## src/rtl/tick_period_meter_pkg.sv

```systemverilog
// Shared types and default constants for the tick period meter.
// The optional lock detector is enabled by defining TICK_PERIOD_METER_LOCK_EN.
package tick_period_meter_pkg;

    typedef enum logic [1:0] {
        ST_IDLE    = 2'd0,
        ST_MEASURE = 2'd1,
        ST_TIMEOUT = 2'd2
    } state_e;

    localparam int unsigned DEF_MAX_PERIOD = 50000000;
    localparam int unsigned DEF_EXPECTED   = 50000000;
    localparam int unsigned DEF_TOL        = 16;
    localparam int unsigned DEF_LOCK_COUNT = 4;

    // Bits needed to hold a count of 0..max_value inclusive.
    function automatic int unsigned count_width(input int unsigned max_value);
        return $clog2(max_value + 1);
    endfunction

endpackage

```

## src/rtl/tick_lock_filter.sv

```systemverilog
// Tolerance compare plus saturating streak counter; lock asserts after
// LOCK_COUNT consecutive in-tolerance results and drops on any miss or clear.
module tick_lock_filter
    import tick_period_meter_pkg::*;
#(
    parameter int unsigned WIDTH      = 26,
    parameter int unsigned EXPECTED   = DEF_EXPECTED,
    parameter int unsigned TOL        = DEF_TOL,
    parameter int unsigned LOCK_COUNT = DEF_LOCK_COUNT
) (
    input  logic             clk,
    input  logic             rst,
    input  logic             clear,
    input  logic             result_valid,
    input  logic [WIDTH-1:0] result,
    output logic             lock
);

    localparam int unsigned SW = count_width(LOCK_COUNT);
    localparam logic [SW-1:0] LC = SW'(LOCK_COUNT);
    localparam logic signed [WIDTH+1:0] EXP_S = (WIDTH+2)'(EXPECTED);
    localparam logic signed [WIDTH+1:0] TOL_S = (WIDTH+2)'(TOL);

    logic [SW-1:0]           streak_q, streak_d;
    logic                    lock_q, lock_d;
    logic signed [WIDTH+1:0] diff;
    logic signed [WIDTH+1:0] mag;
    logic                    in_tol;

    // Two guard bits keep the subtraction exact for any result/EXPECTED pair.
    always_comb begin
        diff   = $signed({2'b00, result}) - EXP_S;
        mag    = diff[WIDTH+1] ? -diff : diff;
        in_tol = (mag <= TOL_S);
    end

    always_comb begin
        streak_d = streak_q;
        lock_d   = lock_q;
        if (clear) begin
            streak_d = '0;
            lock_d   = 1'b0;
        end else if (result_valid) begin
            if (in_tol) begin
                streak_d = (streak_q == LC) ? streak_q : streak_q + SW'(1);
            end else begin
                streak_d = '0;
            end
            lock_d = (streak_d == LC);
        end
    end

    always_ff @(posedge clk) begin
        if (!rst) begin
            streak_q <= '0;
            lock_q   <= 1'b0;
        end else begin
            streak_q <= streak_d;
            lock_q   <= lock_d;
        end
    end

    assign lock = lock_q;

endmodule

```

## src/rtl/tick_period_meter.sv

```systemverilog
// Measures clk cycles between tick rising edges and reports them on a
// valid/ready output, with timeout/overrun flags; lock needs TICK_PERIOD_METER_LOCK_EN.
module tick_period_meter
    import tick_period_meter_pkg::*;
#(
    parameter int unsigned MAX_PERIOD = DEF_MAX_PERIOD,
    parameter int unsigned EXPECTED   = DEF_EXPECTED,
    parameter int unsigned TOL        = DEF_TOL,
    parameter int unsigned LOCK_COUNT = DEF_LOCK_COUNT,
    localparam int unsigned WIDTH     = $clog2(MAX_PERIOD + 1)
) (
    input  logic             clk,
    input  logic             rst,
    input  logic             enable,
    input  logic             tick,
    output logic [WIDTH-1:0] period,
    output logic             period_valid,
    input  logic             period_ready,
    output logic             lock,
    output logic             timeout,
    output logic             overrun,
    output state_e           state_dbg
);

    // Handshake: period is transferred on a cycle where period_valid and
    // period_ready are both high; period stays stable while valid and not ready.

    localparam logic [WIDTH-1:0] CNT_LAST = WIDTH'(MAX_PERIOD - 1);

    state_e           state_q, state_d;
    logic [WIDTH-1:0] cnt_q, cnt_d;
    logic             tick_d_q;
    logic [WIDTH-1:0] period_q, period_d;
    logic             valid_q, valid_d;
    logic             timeout_q, timeout_d;
    logic             overrun_q, overrun_d;

    logic             tick_edge;
    logic             result_valid;
    logic [WIDTH-1:0] result;
    logic             lock_clear;

    always_comb begin
        state_d      = state_q;
        cnt_d        = cnt_q;
        timeout_d    = timeout_q;
        overrun_d    = overrun_q;
        period_d     = period_q;
        valid_d      = valid_q;
        result_valid = 1'b0;
        lock_clear   = 1'b0;
        tick_edge    = tick & ~tick_d_q;
        result       = cnt_q + WIDTH'(1);

        if (!enable) begin
            state_d    = ST_IDLE;
            cnt_d      = '0;
            timeout_d  = 1'b0;
            overrun_d  = 1'b0;
            lock_clear = 1'b1;
        end else begin
            case (state_q)
                ST_IDLE: begin
                    if (tick_edge) begin
                        state_d = ST_MEASURE;
                        cnt_d   = '0;
                    end
                end
                ST_MEASURE: begin
                    if (tick_edge) begin
                        result_valid = 1'b1;
                        cnt_d        = '0;
                    end else if (cnt_q == CNT_LAST) begin
                        state_d    = ST_TIMEOUT;
                        cnt_d      = '0;
                        timeout_d  = 1'b1;
                        lock_clear = 1'b1;
                    end else begin
                        cnt_d = cnt_q + WIDTH'(1);
                    end
                end
                ST_TIMEOUT: begin
                    // The interval that timed out is meaningless, so no result.
                    if (tick_edge) begin
                        state_d   = ST_MEASURE;
                        cnt_d     = '0;
                        timeout_d = 1'b0;
                    end
                end
                default: begin
                    state_d = ST_IDLE;
                    cnt_d   = '0;
                end
            endcase
        end

        // A full slot is refilled only when the consumer takes it this cycle.
        if (result_valid) begin
            if (!valid_q || period_ready) begin
                period_d = result;
                valid_d  = 1'b1;
            end else begin
                overrun_d = 1'b1;
            end
        end else if (valid_q && period_ready) begin
            valid_d = 1'b0;
        end
    end

    always_ff @(posedge clk) begin
        if (!rst) begin
            state_q   <= ST_IDLE;
            cnt_q     <= '0;
            tick_d_q  <= 1'b0;
            period_q  <= '0;
            valid_q   <= 1'b0;
            timeout_q <= 1'b0;
            overrun_q <= 1'b0;
        end else begin
            state_q   <= state_d;
            cnt_q     <= cnt_d;
            tick_d_q  <= tick;
            period_q  <= period_d;
            valid_q   <= valid_d;
            timeout_q <= timeout_d;
            overrun_q <= overrun_d;
        end
    end

`ifdef TICK_PERIOD_METER_LOCK_EN
    tick_lock_filter #(
        .WIDTH      (WIDTH),
        .EXPECTED   (EXPECTED),
        .TOL        (TOL),
        .LOCK_COUNT (LOCK_COUNT)
    ) u_lock_filter (
        .clk          (clk),
        .rst          (rst),
        .clear        (lock_clear),
        .result_valid (result_valid),
        .result       (result),
        .lock         (lock)
    );
`else
    localparam int unsigned unused_lock_cfg = EXPECTED + TOL + LOCK_COUNT;
    logic unused_lock_clear;
    assign unused_lock_clear = lock_clear;
    assign lock = 1'b0;
`endif

    assign period       = period_q;
    assign period_valid = valid_q;
    assign timeout      = timeout_q;
    assign overrun      = overrun_q;
    assign state_dbg    = state_q;

endmodule
```

## config.mk

```make
export PLATFORM = sky130hd
export DESIGN_NAME = tick_period_meter
export DESIGN_NICKNAME = d
export VERILOG_FILES = /design/src/rtl/tick_period_meter_pkg.sv /design/src/rtl/tick_lock_filter.sv /design/src/rtl/tick_period_meter.sv
export SDC_FILE = /design/constraint.sdc
export NUM_CORES = 1
export LEC_CHECK = 0
export BUFFER_PORTS_ARGS = -buffer_cell sky130_fd_sc_hd__buf_2
export CELL_PAD_IN_SITES_DETAIL_PLACEMENT = 0
export CELL_PAD_IN_SITES_GLOBAL_PLACEMENT = 1
export CORE_ASPECT_RATIO = 1.25
export CORE_UTILIZATION = 38
export DETAILED_ROUTE_END_ITERATION = 10
export PLACE_DENSITY = 0.76
export SLEW_MARGIN = 25
export SYNTH_ARGS = -nofsm -noshare
export SYNTH_HDL_FRONTEND = slang
export SYNTH_SLANG_ARGS = --single-unit
```

## constraint.sdc

```tcl
create_clock -name clk -period 2.18 [get_ports clk]
set_input_delay 0.327 -clock clk [delete_from_list [all_inputs] [get_ports clk]]
set_output_delay 0.327 -clock clk [all_outputs]
set_load 0.05 [all_outputs]
```

==> impl_metrics.ini <==
[sta]
post-route-min-period_ps = 2100
slew_viol_final = 0
rsz0062_at_grt = false
period_share = 0.965
finalSetupViolations = 0
hold_viol = 0
fmax_ghz = 0.475
finClkSkew_ps = 6.78

[power]
p_per_area_nw_per_um2 = 649
worst_ir_drop_vdd_uv = 374
total_power_w = 0.00230
leakagePower_nw = 1.32

[clocking]
cts_buffers = 9
insertion_delay_ps = 340
postCtsResizedCells = 0
cts_tree = yes
clockRootBuffer = clkbuf_8
cts_max_level = 3
cts.sink_count = 58
clkTransAtPathRegs_ps = 70
cts_hold_buf = 0
cts_buffer_depth = 2
cts_setup_buffers = 0

[final_layout]
multi_input_area_sq_um = 1550
fill_cells = 737
antenna_cells = 0
regArea_sq_um = 1170
areaGrowthSynthToFinish_pct = 23.1
nets = 418
drive_gt1_frac = 0.259
fin_cells = 509

[drt]
avgViaCountPerCell = 5.25
dr.first_iter.drc_count = 152
drc = 0
firstDrtPassIters = 4
wl_per_cell_um = 14.1
drtAntennaViolNets = 0
vias = 2671
routed_wl_mm = 7.17

[synthesis]
synth_compound_area_frac = 0.200
yosys.area.top_type_share = 0.404
synth_top_family_by_area = simple AND/OR/NAND/NOR gates
avgSynthCellArea_sq_um = 8.00
ys_warn_count = 0
synth.area.mux_share = 0.0174
synth.cell_area_sq_um = 2870
synth_xor_area_frac = 0.0305
synth_top_area_cell = dfxtp_1
synthAdderAreaFrac = 0.00436
synthSimpleGateAreaFrac = 0.276
ys_async_sr_fraction = 0
netlist_top_cells_area = dfxtp_1 40%, a21oi_1 5.4%, o21ai_0 5.4%
ys_seq_area_frac = 0.404
yosys_most_used_dff = dfxtp_1
synth_cell_types = 50
syn_nets = 365
syn_inst = 359
synth_edf_count = 0
synth-seq-cells = 58

[worst_setup_path]
required_ps = 2450
cp.arrival_ps = 2370
critPathLaunchType = flip-flop
r2r-end = cnt_q[25]$_SDFFE_PN0P_
r2r_setup_slack_ps = 80
critPathMaxFanout = 5
endpoint_kind = flip-flop
critPathKind = flip-flop to flip-flop
rr_startpoint = cnt_q[9]$_SDFFE_PN0P_
rr_worst_depth = 5

[outcome]
status = finished, final reports clean

[min_path]
min_path_cells = 2
min_to = tick_d_q$_SDFF_PN0_
worstHoldStart = tick
hold_class = input port to flip-flop

[grt]
gr-total-overflow = 0
grt_pass1_wl_mm = 12.0
grt_max_degree = 29
grt_antenna_before_repair = 0
track_usage = 0.199
grt_pass1_vias = 2417

[place]
dp.cells = 493
port_buffers = 35
gp_congestion = 0.864
hpwl_mm = 5.10

[floorplan]
core_area_sq_um = 7360
die_w_um = 79.8
io_pins = 37
dieArea_sq_um = 7910
num_rows = 35
start_util = 0.390
chipHeight_um = 99.2

[flow_run]
drv_cap = 0
==> critical path, cell delays in order (launching register included) <==
cell and delay (ps):
dfxtp_1 430, nand4_4 120, or4_4 500, or4_4 510
or3b_1 360, a31oi_1 120
==> Yosys cell counts (all sizes together) (2+ instances only) <==
cell type	n
a22oi	2
nand4	6
nor3	13
and4	3
nor2b	10
a221oi	2
a21oi	31
or4	3
o31a	3
nor4bb	2
o21ai	31
buf	7
a31oi	12
nand3	20
o21a	6
clkbuf	24
nor2	34
dfxtp	58
or3	4
a222oi	2
or3b	3
and2	4
xnor2	4
mux2i	5
a211oi	5
xor2	6
and3	2
nor4	9
nand2	33
inv	6
==> worst max-delay path by stage <==
| stage | startpoint | end | depth (start not counted) |
|---|---|---|---|
| floorplan | cnt_q[12]$_SDFFE_PN0P_ | cnt_q[25]$_SDFFE_PN0P_ | 7 |
| global route | cnt_q[0]$_SDFFE_PN0P_ | period[14]$_SDFFE_PN0P_ | 7 |
| global placement | cnt_q[15]$_SDFFE_PN0P_ | cnt_q[25]$_SDFFE_PN0P_ | 5 |
| CTS | cnt_q[0]$_SDFFE_PN0P_ | timeout$_SDFFE_PN0P_ | 7 |
| finish | cnt_q[9]$_SDFFE_PN0P_ | cnt_q[25]$_SDFFE_PN0P_ | 5 |
| detailed placement | cnt_q[15]$_SDFFE_PN0P_ | cnt_q[25]$_SDFFE_PN0P_ | 5 |
==> metal layers <==
metal	vias up	wire, um	GRT usage	part of all wire
li1	1407	-	-	-
met3	4	320	0.0606	0.045
met2	60	3350	0.309	0.47
met4	0	61	0.0728	0.0085
met5	-	0	0	0
met1	1200	3440	0.258	0.48
==> logic make-up after synthesis <==
family                   count (synthesis)
AND/OR/NAND/NOR                        150
AO/OA/AOI/OAI                           97
flip-flops                              58
buffers and inverters                   37
XOR/XNOR                                10
multiplexers                             5
adder cells (fa/ha/maj)                  1
other                                    1
==> through the flow <==
stage	hold slack (ps)	util	TNS [ps]	instance area, sq um	setup slack, ps
2_1_floorplan	449	-	-39.9	2910	-25.2
3_3_place_gp	454	0.448	0	3300	60.9
3_5_place_dp	470	0.448	0	3300	38.4
4_1_cts	200	0.478	0	3510	11.8
5_1_grt	200	0.481	0	3540	0.405
6_report	214	0.481	0	3540	75.7
==> cell usage in the layout, fill, tap and decap left out, types with 6 or more instances in the layout <==
cell | netlist | final
buf_4 | 3 | 38
inv_1 | 6 | 6
dfxtp_1 | 58 | 53
nand2_1 | 33 | 33
nor3_1 | 13 | 13
nor2_1 | 34 | 33
nand3_1 | 20 | 20
nor2b_1 | 10 | 10
o21ai_0 | 31 | 31
o21a_1 | 6 | 6
a31oi_1 | 12 | 12
buf_2 | 0 | 35
nor4_1 | 9 | 8
clkbuf_8 | 2 | 10
xor2_1 | 6 | 6
a21oi_1 | 31 | 30
==> state kept, by name (all words and copies together) (netlist names) <==
name          cells
cnt_q            26
period           26
state_dbg         2
overrun           1
period_valid      1
tick_d_q          1
timeout           1
==> area by class of cell <==
| type | instances | share of cell area |
|---|---|---|
| multi-input combinational | 264 | 0.439 |
| clock buffer | 11 | 0.0400 |
| timing repair buffer | 73 | 0.130 |
| sequential | 58 | 0.330 |
| inverter | 6 | 0.00637 |
| tap | 92 | 0.0326 |
| clock inverter | 5 | 0.0219 |
==> power by group <==
part / internal (W) / leakage, nW / switching (W)
sequential: 0.00107 / 0.470 / 0.00000680
combinational: 0.0000271 / 0.739 / 0.0000820
clock: 0.000671 / 0.109 / 0.000439
total: 0.00177 / 1.32 / 0.000528
Note: power is estimated with default switching activity, not from simulation.
